$ cat src/rtl/controlador_entrada_tempo.sv
// Keypad time-entry sequencer: debounces a one-hot key press, enables the encoder,
// shifts the BCD digit into a 4-digit MM:SS register and waits for release.
// Optional beep output is built only when TECLA_BEEP_EN is defined.
module controlador_entrada_tempo #(
    parameter int DEBOUNCE_CYCLES = 4,
    parameter int BEEP_CYCLES     = 8
) (
    input  logic        clk,
    input  logic        reset,
    input  logic [9:0]  teclado,
    input  logic [3:0]  bcd_in,
    input  logic        habilitar,
    input  logic        limpar,
    output logic        enablen,
    output logic [15:0] tempo,
    output logic [2:0]  num_digitos,
    output logic        cheio,
    output logic        dado_valido
`ifdef TECLA_BEEP_EN
    ,
    output logic        bip
`endif
);

    localparam int CW = (DEBOUNCE_CYCLES > 1) ? $clog2(DEBOUNCE_CYCLES) : 1;
    localparam logic [CW-1:0] CNT_LAST = CW'(DEBOUNCE_CYCLES - 1);

    if (DEBOUNCE_CYCLES < 1 || BEEP_CYCLES < 1) begin : g_param_check
        $error("controlador_entrada_tempo: DEBOUNCE_CYCLES and BEEP_CYCLES must be >= 1");
    end

    typedef enum logic [1:0] {
        ESPERA,
        FILTRO,
        CAPTURA,
        SOLTA
    } state_t;

    state_t          state, state_n;
    logic [CW-1:0]   cnt, cnt_n;
    logic [9:0]      chave, chave_n;
    logic [15:0]     tempo_n;
    logic [2:0]      num_n;
    logic            valido_n;
    logic            enablen_n;
    logic            tecla_valida;

    // Exactly one key line high: non-zero and clearing the lowest set bit leaves nothing.
    assign tecla_valida = (teclado != '0) && ((teclado & (teclado - 10'd1)) == '0);

    assign cheio = (num_digitos == 3'd4);

    always_ff @(posedge clk) begin
        if (reset) begin
            state       <= ESPERA;
            cnt         <= '0;
            chave       <= '0;
            tempo       <= '0;
            num_digitos <= '0;
            dado_valido <= 1'b0;
            enablen     <= 1'b1;
        end else begin
            state       <= state_n;
            cnt         <= cnt_n;
            chave       <= chave_n;
            tempo       <= tempo_n;
            num_digitos <= num_n;
            dado_valido <= valido_n;
            enablen     <= enablen_n;
        end
    end

    always_comb begin
        state_n  = state;
        cnt_n    = cnt;
        chave_n  = chave;
        tempo_n  = tempo;
        num_n    = num_digitos;
        valido_n = 1'b0;

        // Clearing forces a clean release so a key still held is not re-captured.
        if (limpar) begin
            state_n = SOLTA;
            cnt_n   = '0;
            tempo_n = '0;
            num_n   = '0;
        end else begin
            case (state)
                ESPERA: begin
                    if (habilitar && tecla_valida) begin
                        chave_n = teclado;
                        cnt_n   = '0;
                        state_n = FILTRO;
                    end
                end
                FILTRO: begin
                    if ((teclado != chave) || !habilitar) begin
                        state_n = ESPERA;
                    end else if (cnt == CNT_LAST) begin
                        state_n = CAPTURA;
                    end else begin
                        cnt_n = cnt + CW'(1);
                    end
                end
                CAPTURA: begin
                    if ((num_digitos < 3'd4) && (bcd_in <= 4'd9)) begin
                        tempo_n  = {tempo[11:0], bcd_in};
                        num_n    = num_digitos + 3'd1;
                        valido_n = 1'b1;
                    end
                    cnt_n   = '0;
                    state_n = SOLTA;
                end
                SOLTA: begin
                    if (teclado != '0) begin
                        cnt_n = '0;
                    end else if (cnt == CNT_LAST) begin
                        state_n = ESPERA;
                    end else begin
                        cnt_n = cnt + CW'(1);
                    end
                end
                default: state_n = ESPERA;
            endcase
        end

        enablen_n = (state_n == ESPERA) || (state_n == SOLTA);
    end

`ifdef TECLA_BEEP_EN
    localparam int BW = (BEEP_CYCLES > 1) ? $clog2(BEEP_CYCLES) : 1;

    logic [BW-1:0] bip_cnt;

    // bip rises together with dado_valido; a new digit restarts the full length.
    always_ff @(posedge clk) begin
        if (reset || limpar) begin
            bip     <= 1'b0;
            bip_cnt <= '0;
        end else if (valido_n) begin
            bip     <= 1'b1;
            bip_cnt <= BW'(BEEP_CYCLES - 1);
        end else if (bip) begin
            if (bip_cnt == '0) begin
                bip <= 1'b0;
            end else begin
                bip_cnt <= bip_cnt - BW'(1);
            end
        end
    end
`endif

endmodule

$ cat config.mk
export PLATFORM = sky130hd
export DESIGN_NAME = controlador_entrada_tempo
export DESIGN_NICKNAME = d
export VERILOG_FILES = /design/src/rtl/controlador_entrada_tempo.sv
export SDC_FILE = /design/constraint.sdc
export NUM_CORES = 1
export LEC_CHECK = 0
export ABC_AREA = 1
export CAP_MARGIN = 25
export CORE_AREA = 2 2 66 68
export CTS_BUF_LIST = sky130_fd_sc_hd__clkbuf_16
export DETAILED_ROUTE_END_ITERATION = 12
export DIE_AREA = 0 0 68 70
export HOLD_SLACK_MARGIN = 0.02
export PLACE_DENSITY = 0.74
export RECOVER_POWER = 100
export SYNTH_ARGS = -nofsm -noshare
export SYNTH_HDL_FRONTEND = slang
export SYNTH_SLANG_ARGS = --single-unit
$ cat constraint.sdc
create_clock -name clk -period 1.3 [get_ports clk]
set_input_delay 0.26 -clock clk [delete_from_list [all_inputs] [get_ports clk]]
set_output_delay 0.26 -clock clk [all_outputs]
set_load 0.02 [all_outputs]
==> results of run 1 <==
worst paths after layout:
| kind | from | endpoint | slack (ps) | depth (start not counted) |
|---|---|---|---|---|
| worst min register to register | tempo[4] | tempo[4] | 470 | 2 |
| worst max register to register | state[0] | enablen | -70 | 9 |
| worst max-delay path | teclado[1] | enablen | -100 | 12 |
| worst min-delay path | teclado[0] | chave[0] | 330 | 4 |
cells in the mapped netlist, drive strengths merged:
| library cell | n |
|---|---|
| buf | 4 |
| nand4 | 2 |
| a21boi | 1 |
| dfxtp | 35 |
| nand2 | 80 |
| inv | 37 |
| a21oi | 16 |
| nor3b | 1 |
| clkbuf | 3 |
| nand3 | 10 |
| a22o | 1 |
| nor2 | 59 |
| ha | 2 |
| o21ai | 15 |
| o211ai | 3 |
| a211oi | 4 |
state kept, by name (all words and copies together), names as in the netlist:
register / count
num_digitos: 3
cnt: 2
state: 2
dado_valido: 1
enablen: 1
chave: 10
tempo: 16
final cells by class:
type	count	area, um2
inverters	37	138.9
well taps	52	65.06
clock inverters	3	38.79
clock buffers	5	125.1
multi-input cells	194	1039
fillers	357	1379
repair buffers	77	645.6
flip-flops and latches	35	713.2
repair_timing:
item / 4_1_cts / 5_1_grt
hold endpoints to repair: 0 / 0
setup endpoints to repair: 44 / 25
cloned: 1 / 0
resized for setup: 87 / 66
setup buffers: 2 / 3
pin swaps: 20 / 17
metrics by stage:
step | utilization | setup TNS, ps | cell area (um2)
after floorplan | - | 0 | 1744
after global placement | 0.5827 | -12420 | 2415
after detailed placement | 0.5827 | -13850 | 2415
after CTS | 0.6310 | -53.54 | 2615
after global routing | 0.6673 | -1643 | 2765
final | 0.6673 | -134.4 | 2765
kinds of logic (layout without fill, tap and decap cells):
kind of cell,Yosys count,after routing,synth area share
adders and majority gates,2,2,0.01434
buffers and inverters,44,122,0.1011
and+or+nand+nor,152,152,0.3544
DFF,35,35,0.4017
AOI/OAI and AO/OA,40,40,0.1284
critical path: stages:
cell,delay (ps)
buf_8,100
nor2_4,160
nand2_2,110
nor2_4,150
buf_4,120
nand3_1,80
a21oi_1,230
nand2_2,90
nand2_2,100
nand2_1,60
nand2_1,60
nand2_1,50
power groups by stage:
stage,clock [W],combinational (W),sequential [W]
after floorplan,0,0.000160,0.00116
final,0.00133,0.000443,0.00112
after detailed placement,0,0.000397,0.00114
after global routing,0.00140,0.000489,0.00112
after CTS,0.00135,0.000396,0.00112
after global placement,0,0.000393,0.00114
metal layers:
metal	wire, um	GRT usage	vias up
li1	-	-	1003
met1	2002	0.2324	867
met2	2434	0.3581	41
met3	216	0.05797	10
met4	99	0.06000	0
met5	0	0	-
==> run_results.csv, run 1 <==
group,metric,value,unit
timing,worst_clock_skew,6.308,ps
layout,finalNonFillerCells,403,
pwr,switchingPower,0.0007020,W
flow_run,cap_viol_max_count,0,
clock_network,cts.sink_count,35,
logic_synthesis,synth_largest_area_cell,"dfxtp_1",
drt,drt_iter0_markers,83,
global_routing,globalRouteTotalUtil,0.2038,
logic_synthesis,synth.cell_area,0.001744,mm2
clock_network,h_tree_levels,2,
drt,drt-total-wl,4752,um
timing,post-route-period-util,1.080,
clock_network,worst_skew_pair.late_latency,280,ps
logic_synthesis,synthesis.nets,293,
pwr,power_frac_clock,0.459,
layout,antennaDiodeCount,0,
timing,rsz0062_at_grt,"true",
logic_synthesis,synth-seq-area-share,0.4017,
drt,antenna_violating_nets_post_route,0,
layout,syn2layout_area_growth,58.54,%
clock_network,path_clk_slew,60,ps
global_routing,antenna_found_initial,0,
worst_setup_path,data_arrival_time_of_the_critical_path,1570,ps
pwr,sw_frac_of_total,0.2426,
global_routing,grt.overflow.total,0,
global_routing,grt_pass1_wl,7548,um
clock_network,clock_tree.buffer_depth,2,
timing,postLayoutSetupSlackWorst,-104.4,ps
clock_network,cts_root_buffer_type,"clkbuf_16",
global_routing,pin_count_of_the_biggest_net_entering_global_routing,15,
die,initial_core_util,0.4209,
status,run_status,"complete, but fails checks",
timing,relSlewSlack,0.7748,
logic_synthesis,yosysTopAreaCellShare,0.4017,
clock_network,tritoncts,"built",
pwr,power.internal,0.002191,W
logic_synthesis,synth.lib_cells_used.distinct,22,
layout,fraction_of_layout_cells_with_a_size_suffix_above_1,0.3533,
pwr,totalPowerFinal,0.002893,W
logic_synthesis,synth-seq-cells,35,
worst_setup_path,crit_type,"input port to flop",
drt,drc,0,
timing,fmax,712.1,MHz
worst_setup_path,critical_path_startpoint_category,"input port",
pwr,max-vdd-ir-drop,762.4,uV
layout,fin_nets,370,
worst_setup_path,cp_max_fo,5,
timing,worstMarginPinSlew,336.5,ps
timing,maxSlewViolCount,0,
die,die_area,0.004760,mm2
worst_hold_path,class_of_the_tightest_hold_or_removal_check,"input port to flop",
logic_synthesis,syn_avg_cell_area,6.389,um2
pwr,proportion_of_power_drawn_by_flip_flops_and_latches,0.388,
logic_synthesis,syn-instance-count,273,
drt,viasPerCell,4.767,
timing,finalCriticalPeriod,1404,ps
layout,layout_commonest_cell,"nand2_1",
place,globalplace.congestion,0.7775,
layout,mostFrequentLayoutCells,"nand2_1 (61), nor2_1 (40), buf_4 (33), dfxtp_1 (27), inv_1 (24)",
logic_synthesis,synth.area.top_cells,"dfxtp_1 (40%), nand2_1 (17%), nor2_1 (12%), inv_1 (8.0%), a21oi_1 (4.6%)",
die,die_x,68,um
timing,setup-violations-final,3,
status,violations_in_the_final_reports,"negative setup slack",
pwr,cellLeakagePower,1.329,nW
die,design.portCount,40,
timing,hold_viol_final,0,
worst_setup_path,worst_setup_path_end_kind,"flop",
die,placeableCoreArea,0.004144,mm2
logic_synthesis,yosys_warnings,0,
global_routing,grt_pass1_vias,1838,
timing,hold_ws,334.9,ps
worst_setup_path,worst_ep_required_time,1470,ps
drt,route.vias.total,1921,
pwr,powerDensity,1046,mW/mm2
clock_network,cts_hold_repair.buffers,0,
place,placement_stage_worst_setup_slack,-653.3,ps
die,placementRows,24,
drt,routed_wire_length_per_instance,11.79,um
place,port_buffers,39,
clock_network,numCtsBuffers,5,
die,die_h,70,um
pwr,comb_power_share,0.153,
place,place_inst,389,
drt,detail_route.first_pass.iterations,4,
place,place.detailed.hpwl,3069,um
No activity file was read; power rests on OpenSTA's default activity.
==> inputs of run 2 (changes only) <==
==> constraint.sdc (replaced) <==
create_clock -name clk -period 1.3 [get_ports clk]
set_input_delay 0.26 -clock clk [delete_from_list [all_inputs] [get_ports clk]]
set_output_delay 0.26 -clock clk [all_outputs]
set_load 0.05 [all_outputs]
==> run 2 against run 1 <==
  * The flow still finishes with violations (negative setup slack)
  * Critical path type unchanged
  * Sequential power about the same
  * Combinational power rose by 8.8%
  * Wire length rose by 7.2%
  * Die area did not move
  * Sequential share of layout area grew 0.42 points
  * Maximum frequency grew 0.74%
  * Via count is 1.9% higher
  * Highest routed layer unchanged
  * Clock power fell by 16%
  * First-iteration DRC count rose by 11%
  * Non-clock buffer count fell by 2
==> run_results.csv, run 2 (synthesized netlist as in run 1, its figures left out) <==
group,metric,value,unit
layout,multi_input_comb_area,0.001082,mm2
timing,postLayoutSetupSlackWorst,-94.06,ps
place,port_buffers,39,
timing,fmax,717.3,MHz
layout,layout_commonest_cell,"nand2_1",
global_routing,grt_pass1_wl,7748,um
layout,reg.largest.list,"tempo: 16 flops, chave: 10 flops, num_digitos: 3 flops",
status,violations_in_the_final_reports,"negative setup slack",
clock_network,path_clk_slew,50,ps
layout,largest_reg_flops,16,
worst_setup_path,worst_path_largest_cell_delay,200,ps
layout,fin_nets,368,
die,placeableCoreArea,0.004144,mm2
layout,syn2layout_area_growth,56.53,%
worst_setup_path,worst-path-buf-inv,2,
die,design.portCount,40,
status,run_status,"complete, but fails checks",
worst_hold_path,worstHoldStart,"teclado[1]",
pwr,cellLeakagePower,1.273,nW
layout,mostFrequentLayoutCells,"nand2_1 (60), nor2_1 (41), buf_4 (32), inv_1 (28), dfxtp_1 (25)",
global_routing,grt_pass1_vias,1877,
layout,sequential_standard_cell_area,715.7,um2
worst_setup_path,worst_r2r_endpoint,"enablen",
layout,fin_area,0.002730,mm2
timing,rsz0062_at_grt,"true",
clock_network,cts.sink_count,35,
worst_setup_path,worst_setup_path_end_kind,"flop",
worst_setup_path,cp_max_fo,5,
place,globalplace.congestion,0.9205,
worst_setup_path,critical_path.reg2reg.startpoint,"chave[9]",
worst_hold_path,hold_path_end,"chave[1]",
clock_network,cts_hold_repair.buffers,0,
timing,maxSlewViolCount,0,
timing,relSlewSlack,0.7465,
drt,drt-total-wl,5093,um
flow_run,cap_viol_max_count,0,
pwr,max-vdd-ir-drop,884.4,uV
drt,drt_iter0_markers,92,
worst_setup_path,crit_path_cell_trace,"buf_8 > nor2_4 > nand2_2 > o21ai_1 > nand2_2 > nor2_4 > nand4_4 > buf_6 > nand2_4 > nand2_2 > nor2_2",
worst_setup_path,crit_type,"input port to flop",
worst_setup_path,critical-path-top-delay-family,"simple AND/OR/NAND/NOR gates",
worst_setup_path,cp_common_cell,"nand2_2",
global_routing,globalRouteTotalUtil,0.2123,
timing,worstMarginPinSlew,378.9,ps
clock_network,cts_root_buffer_type,"clkbuf_16",
worst_setup_path,worst_ep_required_time,1510,ps
global_routing,pin_count_of_the_biggest_net_entering_global_routing,15,
die,die_x,68,um
die,placementRows,24,
layout,max_flop_register,"tempo",
worst_setup_path,r2r_cells,8,
global_routing,grt.overflow.total,0,
die,die_area,0.004760,mm2
clock_network,numCtsBuffers,5,
worst_hold_path,class_of_the_tightest_hold_or_removal_check,"input port to flop",
place,post_dp_cell_area,0.002596,mm2
layout,fill_cells,327,
timing,setup-violations-final,15,
layout,fraction_of_layout_cells_with_a_size_suffix_above_1,0.4167,
clock_network,tritoncts,"built",
die,initial_core_util,0.4209,
layout,post-route-util,0.6588,
timing,worst_clock_skew,3.491,ps
worst_setup_path,data_arrival_time_of_the_critical_path,1610,ps
clock_network,clock_tree.buffer_depth,2,
drt,routed_wire_length_per_instance,12.73,um
place,place.detailed.hpwl,3260,um
drt,route.vias.total,1958,
global_routing,antenna_found_initial,0,
timing,post-route-period-util,1.072,
drt,drc,0,
clock_network,worst_skew_pair.late_latency,280,ps
timing,hold_viol_final,0,
die,die_h,70,um
layout,antennaDiodeCount,0,
worst_setup_path,timing.critical_path.slowest_stage_cell,"nor2_4",
worst_setup_path,critical_path_startpoint_category,"input port",
worst_setup_path,worst-r2r-setup-slack,-90,ps
timing,finalCriticalPeriod,1394,ps
drt,antenna_violating_nets_post_route,0,
pwr,powerDensity,999.0,mW/mm2
worst_hold_path,number_of_cells_on_the_worst_hold_path,3,
drt,viasPerCell,4.895,
clock_network,h_tree_levels,2,
timing,hold_ws,247.1,ps
drt,detail_route.first_pass.iterations,4,
-- run 2: cell count changes in the layout (fill, tap and decap cells not counted), moves of 3 or more --
cell and change:
nand3_2 +3, nand3_1 -3, clkbuf_2 +17, o21ai_1 -3, nand2_4 +3, inv_2 -5
inv_1 +4, dlygate4sd2_1 -18
-- run 2: repair_timing --
action                                  in CTS  in global routing
resized for setup                           67                 58
endpoints found under the setup margin      24                 35
buffers inserted                             4                  2
pin swaps                                   17                 19
cloned                                       1                  1
-- run 2: worst min-delay path, stage by stage --
cell    delay [ps]
buf_6          100
nor2_2          50
nor2_2          80
-- run 2: power by group --
group	internal [W]	switching, W
Sequential	0.00110	0.0000221
Clock	0.000688	0.000434
Combinational	0.000187	0.000295
-- run 2: worst max-delay path by stage --
stage / startpoint / to / slack, ps / depth (start not counted)
2_1_floorplan: teclado[2] / enablen / 7 / 10
3_3_place_gp: teclado[6] / enablen / -610 / 12
3_5_place_dp: teclado[1] / enablen / -670 / 11
4_1_cts: chave[3] / enablen / -20 / 11
5_1_grt: chave[9] / cnt[1] / -190 / 8
6_report: teclado[0] / chave[1] / -90 / 11
-- run 2: layout make-up --
| class | instances | area share |
|---|---|---|
| Timing Repair Buffer | 75 | 0.2168 |
| Tap cell | 52 | 0.02383 |
| Clock inverter | 2 | 0.003208 |
| Clock buffer | 5 | 0.04583 |
| Inverter | 37 | 0.05179 |
| Multi-Input combinational cell | 194 | 0.3964 |
| Sequential cell | 35 | 0.2621 |
-- run 2: per-stage QoR --
step	worst slack, ps	power (W)	TNS, ps	std cells
floorplan	6.825	0.001367	0	273
global placement	-607.4	0.001609	-11840	385
detailed placement	-666.6	0.001618	-14300	385
CTS	-16.14	0.002749	-41.54	397
global route	-189.6	0.002832	-2225	400
finish	-94.06	0.002727	-779.3	400
-- run 2: per-layer routing --
layer | GRT usage | routed length, um | vias up
li1 | - | - | 999
met3 | 0.07729 | 322 | 20
met1 | 0.2358 | 2078 | 877
met5 | 0 | 0 | -
met2 | 0.3484 | 2546 | 62
met4 | 0.1044 | 145 | 0
==> inputs of run 3 (changes only) <==
--- a/config.mk
+++ b/config.mk
@@ -14,6 +14,7 @@
 export HOLD_SLACK_MARGIN = 0.02
 export PLACE_DENSITY = 0.74
 export RECOVER_POWER = 100
+export SETUP_SLACK_MARGIN = 0.05
 export SYNTH_ARGS = -nofsm -noshare
 export SYNTH_HDL_FRONTEND = slang
 export SYNTH_SLANG_ARGS = --single-unit
==> run 3 against run 2 <==
  * The flow still finishes with violations (negative setup slack)
  * Non-clock buffer count increased by 4
  * Critical path depth did not move
  * Hold slack better by 56 ps
  * Sequential share of layout area shrank 0.42 points
  * Wire length fell by 3.3%
  * First-iteration DRC count increased by 5.4%
  * Largest cell class unchanged
  * Largest power group unchanged
==> run_results.csv, run 3 (synthesized netlist as in run 1, its figures left out) <==
group,metric,value,unit
status,run_status,"complete, but fails checks",
status,violations_in_the_final_reports,"negative setup slack",
die,die_x,68,um
clock_network,tritoncts,"built",
timing,hold_viol_final,0,
pwr,max-vdd-ir-drop,605.5,uV
timing,maxSlewViolCount,0,
place,port_buffers,39,
timing,worst_clock_skew,3.705,ps
drt,drt-total-wl,4925,um
pwr,cellLeakagePower,1.313,nW
layout,fraction_of_layout_cells_with_a_size_suffix_above_1,0.3966,
die,die_area,0.004760,mm2
worst_hold_path,class_of_the_tightest_hold_or_removal_check,"input port to flop",
worst_setup_path,worst_path_largest_cell_delay,340,ps
pwr,totalPowerFinal,0.002723,W
timing,fmax,711.3,MHz
global_routing,antenna_found_initial,0,
clock_network,numCtsBuffers,5,
timing,rsz0062_at_grt,"true",
drt,drt_iter0_markers,97,
drt,drc,0,
pwr,powerDensity,990.3,mW/mm2
layout,fill_cells,343,
flow_run,cap_viol_max_count,0,
die,placeableCoreArea,0.004144,mm2
global_routing,globalRouteTotalUtil,0.2277,
layout,max_flop_register,"tempo",
clock_network,clock_tree.buffer_depth,2,
die,design.portCount,40,
timing,worstMarginPinSlew,291.1,ps
drt,routed_wire_length_per_instance,12.16,um
clock_network,h_tree_levels,2,
clock_network,worst_skew_pair.late_latency,280,ps
worst_setup_path,startpoint,"chave[3]",
worst_setup_path,critical_path_startpoint_category,"flop",
global_routing,grt_pass1_vias,1986,
layout,fin_nets,372,
clock_network,cts_root_buffer_type,"clkbuf_16",
worst_setup_path,crit_type,"flop to flop",
timing,setup-violations-final,12,
clock_network,path_clk_slew,50,ps
timing,finalCriticalPeriod,1406,ps
global_routing,grt.overflow.total,0,
layout,antennaDiodeCount,0,
worst_setup_path,worst-path-buf-inv,1,
layout,syn2layout_area_growth,57.68,%
worst_setup_path,critical_path.reg2reg.startpoint,"chave[3]",
die,initial_core_util,0.4209,
worst_setup_path,cp_common_cell,"nand2_1",
place,globalplace.congestion,0.8183,
layout,fin_area,0.002750,mm2
place,place.detailed.hpwl,3231,um
worst_setup_path,worst_ep_required_time,1470,ps
timing,post-route-period-util,1.081,
die,placementRows,24,
drt,antenna_violating_nets_post_route,0,
layout,largest_reg_flops,16,
worst_setup_path,worst_setup_path_end_kind,"flop",
layout,mostFrequentLayoutCells,"nand2_1 (63), nor2_1 (36), buf_4 (34), dfxtp_1 (28), inv_1 (27)",
worst_hold_path,worstHoldStart,"teclado[7]",
die,die_h,70,um
place,post_dp_cell_area,0.002651,mm2
worst_setup_path,timing.critical_path.slowest_stage_cell,"dfxtp_2",
timing,relSlewSlack,0.8067,
global_routing,grt_pass1_wl,8307,um
clock_network,cts.sink_count,35,
global_routing,pin_count_of_the_biggest_net_entering_global_routing,13,
drt,detail_route.first_pass.iterations,4,
drt,viasPerCell,4.864,
worst_setup_path,crit_path_cell_trace,"inv_2 > nand2_2 > nand2_1 > nor2_1 > nand2_1 > nor2_2 > nand3_1 > nand2_1 > nand2_2 > a21oi_2 > nand2_1",
worst_setup_path,data_arrival_time_of_the_critical_path,1580,ps
layout,layout_commonest_cell,"nand2_1",
drt,route.vias.total,1970,
clock_network,cts_hold_repair.buffers,0,
layout,reg.largest.list,"tempo: 16 flops, chave: 10 flops, num_digitos: 3 flops",
timing,postLayoutSetupSlackWorst,-105.9,ps
worst_setup_path,critical-path-top-delay-family,"simple AND/OR/NAND/NOR gates",
worst_setup_path,cp_max_fo,3,
run 3: layout make-up:
| class | count | area [um2] | share of cell area |
|---|---|---|---|
| Timing Repair Buffer | 79 | 653.1 | 0.2375 |
| Multi-Input combinational cell | 194 | 1047 | 0.3808 |
| Clock inverter | 3 | 11.26 | 0.004095 |
| Sequential cell | 35 | 709.4 | 0.2580 |
| Tap cell | 52 | 65.06 | 0.02366 |
| Inverter | 37 | 138.9 | 0.05050 |
| Clock buffer | 5 | 125.1 | 0.04550 |
run 3: worst register-to-register path, delay by kind of cell, from the launching register on:
family,cells,cell delay (ps)
AO/OA/AOI/OAI,1,140
buffers and inverters,1,50
flip-flops,1,340
AND/OR/NAND/NOR,9,790
run 3: final timing paths:
check        cells past startpoint  slack, ps  endpoint
min reg2reg                      2        470  tempo[3]
max                             11       -110   enablen
max reg2reg                     11       -110   enablen
min                              3        300  chave[7]
run 3: per-stage QoR:
step           hold WS [ps]    util  setup TNS, ps  worst slack [ps]  cells
6_report              302.8  0.6636         -288.4            -105.9    405
5_1_grt               334.7  0.6636          -2373            -224.7    405
4_1_cts               294.6  0.7065         -194.4            -67.69    402
3_5_place_dp          498.6  0.6398         -13440            -717.7    387
3_3_place_gp          490.6  0.6398         -12660            -672.5    387
2_1_floorplan         329.1       -              0             8.122    273
run 3: timing repair:
item	in CTS	in global routing
buffers inserted	6	3
setup endpoints to repair	25	34
gates cloned	1	0
gates resized for setup	80	32
pin swaps	27	21
run 3: routing by layer:
metal	up-vias	global-route usage	part of all wire
li1	1004	-	-
met4	0	0.09111	0.020
met5	-	0	0
met2	76	0.3927	0.52
met3	10	0.07729	0.067
met1	880	0.2482	0.40
run 3: power breakdown:
group	switching, W	internal, W	leakage [nW]
combinational	0.000287	0.000192	0.956
clock	0.000434	0.000689	0.0701
sequential	0.0000196	0.00110	0.287
total	0.000741	0.00198	1.31
